## config.mk

```make
export PLATFORM = sky130hd
export DESIGN_NAME = dmem_arbiter
export DESIGN_NICKNAME = d
export VERILOG_FILES = /design/src/rtl/dmem_arbiter.sv
export SDC_FILE = /design/constraint.sdc
export NUM_CORES = 1
export LEC_CHECK = 0
export ABC_AREA = 1
export ABC_CLOCK_PERIOD_IN_PS = 3000
export CAP_MARGIN = 30
export CORE_AREA = 2 2 119 121
export DETAILED_ROUTE_END_ITERATION = 7
export DIE_AREA = 0 0 121 123
export PLACE_DENSITY = 0.79
export SYNTH_ARGS = -nofsm -noshare
export SYNTH_HDL_FRONTEND = slang
export SYNTH_SLANG_ARGS = --single-unit
```

## constraint.sdc

```tcl
create_clock -name clk -period 3 [get_ports clk]
set_input_delay 0.6 -clock clk [delete_from_list [all_inputs] [get_ports clk]]
set_output_delay 0.6 -clock clk [all_outputs]
set_load 0.02 [all_outputs]
```

## src/rtl/dmem_arbiter.sv

```systemverilog
// Round-robin arbiter sharing a single-port word-addressed data memory between CPU (port 0) and DMA/debug (port 1).
// Optional per-port grant and conflict counters are enabled with `define DMEM_ARB_STATS_EN.
module dmem_arbiter #(
   parameter int unsigned DEPTH     = 256,
   parameter int unsigned BURST_MAX = 4
) (
   input  logic        clk,
   input  logic        rst,
   input  logic        req0,
   input  logic        we0,
   input  logic [31:0] addr0,
   input  logic [31:0] wdata0,
   output logic        gnt0,
   output logic        rvalid0,
   output logic [31:0] rdata0,
   output logic        err0,
   input  logic        req1,
   input  logic        we1,
   input  logic [31:0] addr1,
   input  logic [31:0] wdata1,
   output logic        gnt1,
   output logic        rvalid1,
   output logic [31:0] rdata1,
   output logic        err1,
   output logic        mem_read,
   output logic        mem_write,
   output logic [31:0] mem_address,
   output logic [31:0] mem_write_data,
   input  logic [31:0] mem_read_data
`ifdef DMEM_ARB_STATS_EN
   ,
   output logic [31:0] grant_cnt0,
   output logic [31:0] grant_cnt1,
   output logic [31:0] conflict_cnt
`endif
);

   typedef enum logic [1:0] {IDLE, OWN0, OWN1} state_e;

   localparam logic [29:0] DEPTH_W = 30'(DEPTH);
   localparam logic [3:0]  BMAX    = 4'(BURST_MAX);

   state_e      state_q, state_d;
   logic [3:0]  cnt_q, cnt_d;
   logic        last_q, last_d;
   logic        g0, g1;
   logic        valid0, valid1;
   logic        rvalid0_q, rvalid1_q, err0_q, err1_q;
   logic [31:0] rdata0_q, rdata1_q;
   logic [3:0]  cnt_inc;

   assign valid0  = (addr0[1:0] == 2'b00) && (addr0[31:2] < DEPTH_W);
   assign valid1  = (addr1[1:0] == 2'b00) && (addr1[31:2] < DEPTH_W);
   assign cnt_inc = (cnt_q >= BMAX) ? BMAX : cnt_q + 4'd1;

   // Invalid requests are still granted so they consume their slot; only the memory strobes are suppressed.
   always_comb begin
      g0      = 1'b0;
      g1      = 1'b0;
      state_d = IDLE;
      cnt_d   = '0;
      last_d  = last_q;
      if (!rst) begin
         if (req0 && req1) begin
            case (state_q)
               OWN0:    if (cnt_q < BMAX) g0 = 1'b1; else g1 = 1'b1;
               OWN1:    if (cnt_q < BMAX) g1 = 1'b1; else g0 = 1'b1;
               default: if (last_q) g0 = 1'b1; else g1 = 1'b1;
            endcase
         end else if (req0) begin
            g0 = 1'b1;
         end else if (req1) begin
            g1 = 1'b1;
         end
      end
      if (g0) begin
         state_d = OWN0;
         last_d  = 1'b0;
         cnt_d   = (state_q == OWN0) ? cnt_inc : 4'd1;
      end else if (g1) begin
         state_d = OWN1;
         last_d  = 1'b1;
         cnt_d   = (state_q == OWN1) ? cnt_inc : 4'd1;
      end
   end

   always_comb begin
      mem_read       = 1'b0;
      mem_write      = 1'b0;
      mem_address    = '0;
      mem_write_data = '0;
      if (g0) begin
         mem_address    = addr0;
         mem_write_data = wdata0;
         mem_write      = valid0 & we0;
         mem_read       = valid0 & ~we0;
      end else if (g1) begin
         mem_address    = addr1;
         mem_write_data = wdata1;
         mem_write      = valid1 & we1;
         mem_read       = valid1 & ~we1;
      end
   end

   always_ff @(posedge clk) begin
      if (rst) begin
         state_q   <= IDLE;
         cnt_q     <= '0;
         last_q    <= 1'b1;
         rvalid0_q <= 1'b0;
         rvalid1_q <= 1'b0;
         err0_q    <= 1'b0;
         err1_q    <= 1'b0;
         rdata0_q  <= '0;
         rdata1_q  <= '0;
      end else begin
         state_q   <= state_d;
         cnt_q     <= cnt_d;
         last_q    <= last_d;
         rvalid0_q <= g0 & valid0 & ~we0;
         rvalid1_q <= g1 & valid1 & ~we1;
         err0_q    <= g0 & ~valid0;
         err1_q    <= g1 & ~valid1;
         if (g0 && valid0 && !we0) rdata0_q <= mem_read_data;
         if (g1 && valid1 && !we1) rdata1_q <= mem_read_data;
      end
   end

   assign gnt0    = g0;
   assign gnt1    = g1;
   assign rvalid0 = rvalid0_q;
   assign rvalid1 = rvalid1_q;
   assign err0    = err0_q;
   assign err1    = err1_q;
   assign rdata0  = rdata0_q;
   assign rdata1  = rdata1_q;

`ifdef DMEM_ARB_STATS_EN
   logic [31:0] gcnt0_q, gcnt1_q, ccnt_q;

   always_ff @(posedge clk) begin
      if (rst) begin
         gcnt0_q <= '0;
         gcnt1_q <= '0;
         ccnt_q  <= '0;
      end else begin
         if (g0) gcnt0_q <= gcnt0_q + 32'd1;
         if (g1) gcnt1_q <= gcnt1_q + 32'd1;
         if (req0 && req1) ccnt_q <= ccnt_q + 32'd1;
      end
   end

   assign grant_cnt0   = gcnt0_q;
   assign grant_cnt1   = gcnt1_q;
   assign conflict_cnt = ccnt_q;
`endif

endmodule

```

Yosys cells after proc, flatten, opt, wreduce, memory -nomap -nowiden --
Cells that the tools add are included.
Storage, ports and cells: register bits after elaboration 75, input bits 166, output and inout port bits 136, word-level logic and storage cells 74
Operators by class: $add $sub $neg 1, magnitude comparators 4, equality and inequality tests 2, muxes and demuxes 30, bitwise gates (word level) 14, reductions and logical operators 13
Operator list (number):
- two-way mux 32 bit | 4
- < comparator 30 x 9 -> 1 bit, second input constant | 2
- two-way mux 4 bit | 5
- two-way mux 1 bit | 18
- bitwise AND 1 bit | 10
- logical AND 1 bit | 7
- adder 4 x 1 -> 4 bit, second input constant | 1
- greater-or-equal comparator 4 x 3 -> 1 bit, second input constant | 1
- logical NOT 2 bit | 2
- < comparator 4 x 3 -> 1 bit, second input constant | 1
- inverter 1 bit | 4
- case mux 1 bit (2 select lines) | 2
- equality test 2 x 1 -> 1 bit, second input constant | 1
- equality test 2 bit, second input constant | 1
- logical NOT 1 bit | 2
- two-way mux 2 bit | 1
- nonzero test 2 bit | 1
- OR reduction 2 bit | 1

Depth between registers and ports, before layout --
depth in word-level cells 7, depth in mapped cells 13, mapped depth without buffers 11

Least setup slack after synthesis --
No wires, ideal clock.
path type register to output, start register state_q[0], end output port mem_address[11], arrival time 1.782 ns, required time 2.400 ns, setup slack 0.618 ns, stages on the path, launching flop included 11, path buffers 1, cells stage by stage dfxtp_1 > inv_1 > ha_1 > a21boi_1 > nand2_1 > nand2_2 > nand2_2 > nor2_4 > buf_6 > inv_2 > o22ai_1
On the way: cells in the longest elaborated chain, start to end 6, elaborated cells between the ends (all ways) 10, those cells by class eq/ne (2); mux (8)
RTL lines:
- from (decl) | line 43 | state_e state_q, state_d;
- from (signal assigned) | line 117 | state_q <= state_d;
- equality test 2 bit or equality test 2 x 1 -> 1 bit (tied branches) | line 65 | case (state_q)
- case mux 1 bit (2 select lines) | line 65
- two-way mux 1 bit | line 64 | if (req0 && req1) begin
- two-way mux 1 bit | line 63 | if (!rst) begin
- two-way mux 32 bit | line 97 | end else if (g1) begin
- two-way mux 32 bit * | line 92 | if (g0) begin
- to (decl) | line 27 | output logic [31:0] mem_address,
Every way passes the cells marked *; elsewhere a longest branch is shown, timed or not.

Worst setup path in the final report --
start input port req1, end output port mem_address[5]
On the way: cells in the longest elaborated chain, start to end 6, elaborated cells between the ends (all ways) 9, those cells by class mux (8); reduce/logical (1)
RTL lines:
- from (decl) | line 17 | input logic req1,
- two-way mux 1 bit | line 72 | end else if (req1) begin
- two-way mux 1 bit | line 70 | end else if (req0) begin
- two-way mux 1 bit | line 64
- two-way mux 1 bit | line 63
- two-way mux 32 bit | line 97
- two-way mux 32 bit * | line 92
Marks and branches as above.

==> flow_summary.json <==
{
  "run_status": "finished, final reports clean",
  "aggregate_negative_setup_slack_ns": 0,
  "floorplan.rows": 43,
  "most_used_cells_in_the_layout_excluding_fill_and_tap_cells": "sky130_fd_sc_hd__nand2_1, sky130_fd_sc_hd__clkdlybuf4s50_1, sky130_fd_sc_hd__nor2_1",
  "number_of_endpoints_with_negative_hold_slack_in_the_final_report": 0,
  "detailed_place_hpwl_um": 12900,
  "clkSlewWorstSetupHoldPaths_ns": 0.05,
  "globalplace.congestion": 0.927,
  "netlist_instances": 696,
  "vias_per_cell": 4.53,
  "reg2regPathDepth": 12,
  "design_power_total_mw": 3.00,
  "critical_path_depth": 11,
  "seq_power_share": 0.337,
  "setup_crit_start_kind": "primary input",
  "io-pin-count": 302,
  "dr_total_vias": 5347,
  "post-place-cells": 1159,
  "cts_max_path_buffers": 2,
  "grt_antenna_before_repair": 1,
  "largest_net_degree_at_the_start_of_global_routing": 65,
  "cell_area_synth_mm2": 0.00423,
  "drt-initial-drc-count": 304,
  "drt.antenna.violating_nets": 0,
  "cts_tree": "done",
  "max_stage_delay_ns": 0.47,
  "post_route_cells_drive_above_1_share": 0.108,
  "cts_sinks": 75,
  "area_of_the_multi_input_gates_mm2": 0.00221,
  "min_from": "rdata0[1]",
  "path_delay_family": "buffers and inverters",
  "async_reset_ff_frac": 0,
  "cts_root_buffer": "sky130_fd_sc_hd__clkbuf_16",
  "cap_violations": 0,
  "routed_wire_length_per_instance_um": 14.6,
  "fill_cells": 1316,
  "setup_slack_ns": 0.0690,
  "post_synth.cell_area_avg_um2": 6.08,
  "path_buf_inv": 4,
  "layout.cells.most_common": "sky130_fd_sc_hd__nand2_1",
  "p_switching_uw": 804,
  "cts-htree-levels": 3,
  "grt_util_all_layers": 0.223,
  "netlist-cell-type-count": 29,
  "wire_length_of_the_first_global_routing_pass_um": 25800,
  "power.combinational.fraction": 0.256,
  "tightestPinTransition_ns": 0.668,
  "max_clock_freq_mhz": 341,
  "grt_pass1_vias": 4932,
  "final-seq-area_mm2": 0.00150,
  "net_switching_share_of_the_total_power": 0.268,
  "path_cells": "clkdlybuf4s50_1 > a21boi_2 > nand2_1 > nand2_2 > nand2_2 > nor2_4 > buf_4 > buf_12 > nand2_1 > nand2_1 > clkdlybuf4s15_1",
  "critical_path_arrival_ns": 2.33,
  "synth-seq-cells": 75,
  "coreArea_mm2": 0.0136,
  "rsz0062_at_grt": "yes",
  "timing.final.crit_share": 0.977,
  "instances_no_fill": 1181,
  "dpl-instance-area_mm2": 0.00747,
  "cts_made_buffers": 9,
  "post-route-util": 0.565,
  "slew-limit-headroom": 0.555,
  "timing.hold.worst.class": "reg -> reg",
  "remaining_overflow_grt": 0,
  "whs_ns": 0.476,
  "cp-startpoint": "req1",
  "slew_viol_final": 0,
  "finalInstanceArea_mm2": 0.00769,
  "whs_path_depth": 2,
  "die_span_x_um": 121,
  "drt-pass1-iter-count": 5,
  "final.setup_skew_ns": 0.00450,
  "post-place-ws_ns": -0.397,
  "finalWirelength_um": 17300,
  "design.die.area_mm2": 0.0149,
  "power-per-cell-area_mw_per_mm2": 390,
  "start_util": 0.311,
  "post-route-drc-count": 0,
  "internal_power_mw": 2.20,
  "final_period_minus_worst_setup_slack_ns": 2.93,
  "number_of_synthesized_flops_with_an_enable_pin": 0,
  "power_leakage_nw": 3.54,
  "cp_max_fo": 23,
  "end_kind": "primary output",
  "finalSetupViolCount": 0,
  "synthesis_warnings": 0,
  "timing.critical_path.mode_cell": "sky130_fd_sc_hd__nand2_1",
  "critical_register_to_register_path_startpoint": "state_q[0]",
  "cts_hold_buffers": 0,
  "portBuffers": 301,
  "finish.net_count": 1163,
  "vdd_ir_drop_max_mv": 0.260,
  "synth-seq-area-share": 0.355,
  "mappedNetlistNets": 865,
  "worstSkewPairLatency_ns": 0.33,
  "area_delta_synth_final_pct": 81.7,
  "chip_height_um": 123,
  "criticalPathCategory": "in -> out",
  "clock_network_power_share": 0.408,
  "cp.required_ns": 2.40,
  "yosys_most_used_dff": "sky130_fd_sc_hd__dfxtp_1",
  "crit_slowest_cell": "sky130_fd_sc_hd__clkdlybuf4s50_1"
}
[Yosys cell counts, types with 9 or more instances]
cell type	n	area (um2)
sky130_fd_sc_hd__nand2_1	240	901
sky130_fd_sc_hd__buf_1	11	41.3
sky130_fd_sc_hd__buf_6	9	101
sky130_fd_sc_hd__nand3_1	40	200
sky130_fd_sc_hd__clkbuf_1	16	60.1
sky130_fd_sc_hd__o22ai_1	10	62.6
sky130_fd_sc_hd__inv_1	69	259
sky130_fd_sc_hd__dfxtp_1	75	1500
sky130_fd_sc_hd__nand4_1	34	213
sky130_fd_sc_hd__a21oi_1	34	170
sky130_fd_sc_hd__nor2_1	118	443
[worst min-delay path, cell delays in order (launching register included)]
cell and delay, ns:
sky130_fd_sc_hd__dfxtp_1 0.32, sky130_fd_sc_hd__a21oi_1 0.04, sky130_fd_sc_hd__nor2_1 0.08
[power by group through the flow]
| stage | clock network [mW] | logic (mW) | registers, mW |
|---|---|---|---|
| finish | 1.22 | 0.767 | 1.01 |
| global route | 1.30 | 0.823 | 1.01 |
| global placement | 0 | 0.805 | 1.03 |
| floorplan | 0 | 0.329 | 1.03 |
| CTS | 1.25 | 0.778 | 1.01 |
| detailed placement | 0 | 0.808 | 1.03 |
[metal layers]
metal  up-vias  part of all wire  GRT usage
li1       2764                 -          -
met1      2375              0.42      0.277
met2       192              0.48      0.377
met3        16             0.082     0.0756
met4         0             0.012     0.0429
met5         -                 0          0
[cell families after synthesis]
family,Yosys count,synth area share
other,1,0.000886
AO/OA/AOI/OAI,57,0.0727
AND/OR/NAND/NOR,440,0.436
adder cells (fa/ha/maj),3,0.00887
flip-flops,75,0.355
buffers and inverters,120,0.127
[final timing paths]
check                                      end  slack, ns
worst max-delay path            mem_address[5]       0.07
worst min-delay path                 rdata0[1]       0.48
worst max register to register      rdata0[21]       0.69
worst min register to register       rdata0[1]       0.48
[cell type report]
class                      count  area share
multi-input combinational    501       0.288
clock inverter                 3     0.00879
timing repair buffer         333       0.406
clock buffer                  13      0.0364
sequential                    75       0.195
tap                          180      0.0293
antenna                        2    0.000651
inverter                      74      0.0361
[what timing repair did]
item | CTS | global route
cloned | 1 | 0
pin swaps | 1 | 1
setup endpoints to repair | 66 | 35
gates resized for setup | 137 | 62
setup buffers | 1 | 2
endpoints found under the hold margin | 0 | 0
[sequential cells by signal (all words and copies together), names as in the netlist]
| signal | count |
|---|---|
| rdata1 | 32 |
| rvalid1 | 1 |
| err1 | 1 |
| rvalid0 | 1 |
| state_q | 2 |
| cnt_q | 4 |
| err0 | 1 |
| last_q | 1 |
| rdata0 | 32 |
Note: power is estimated with default switching activity, not from simulation.
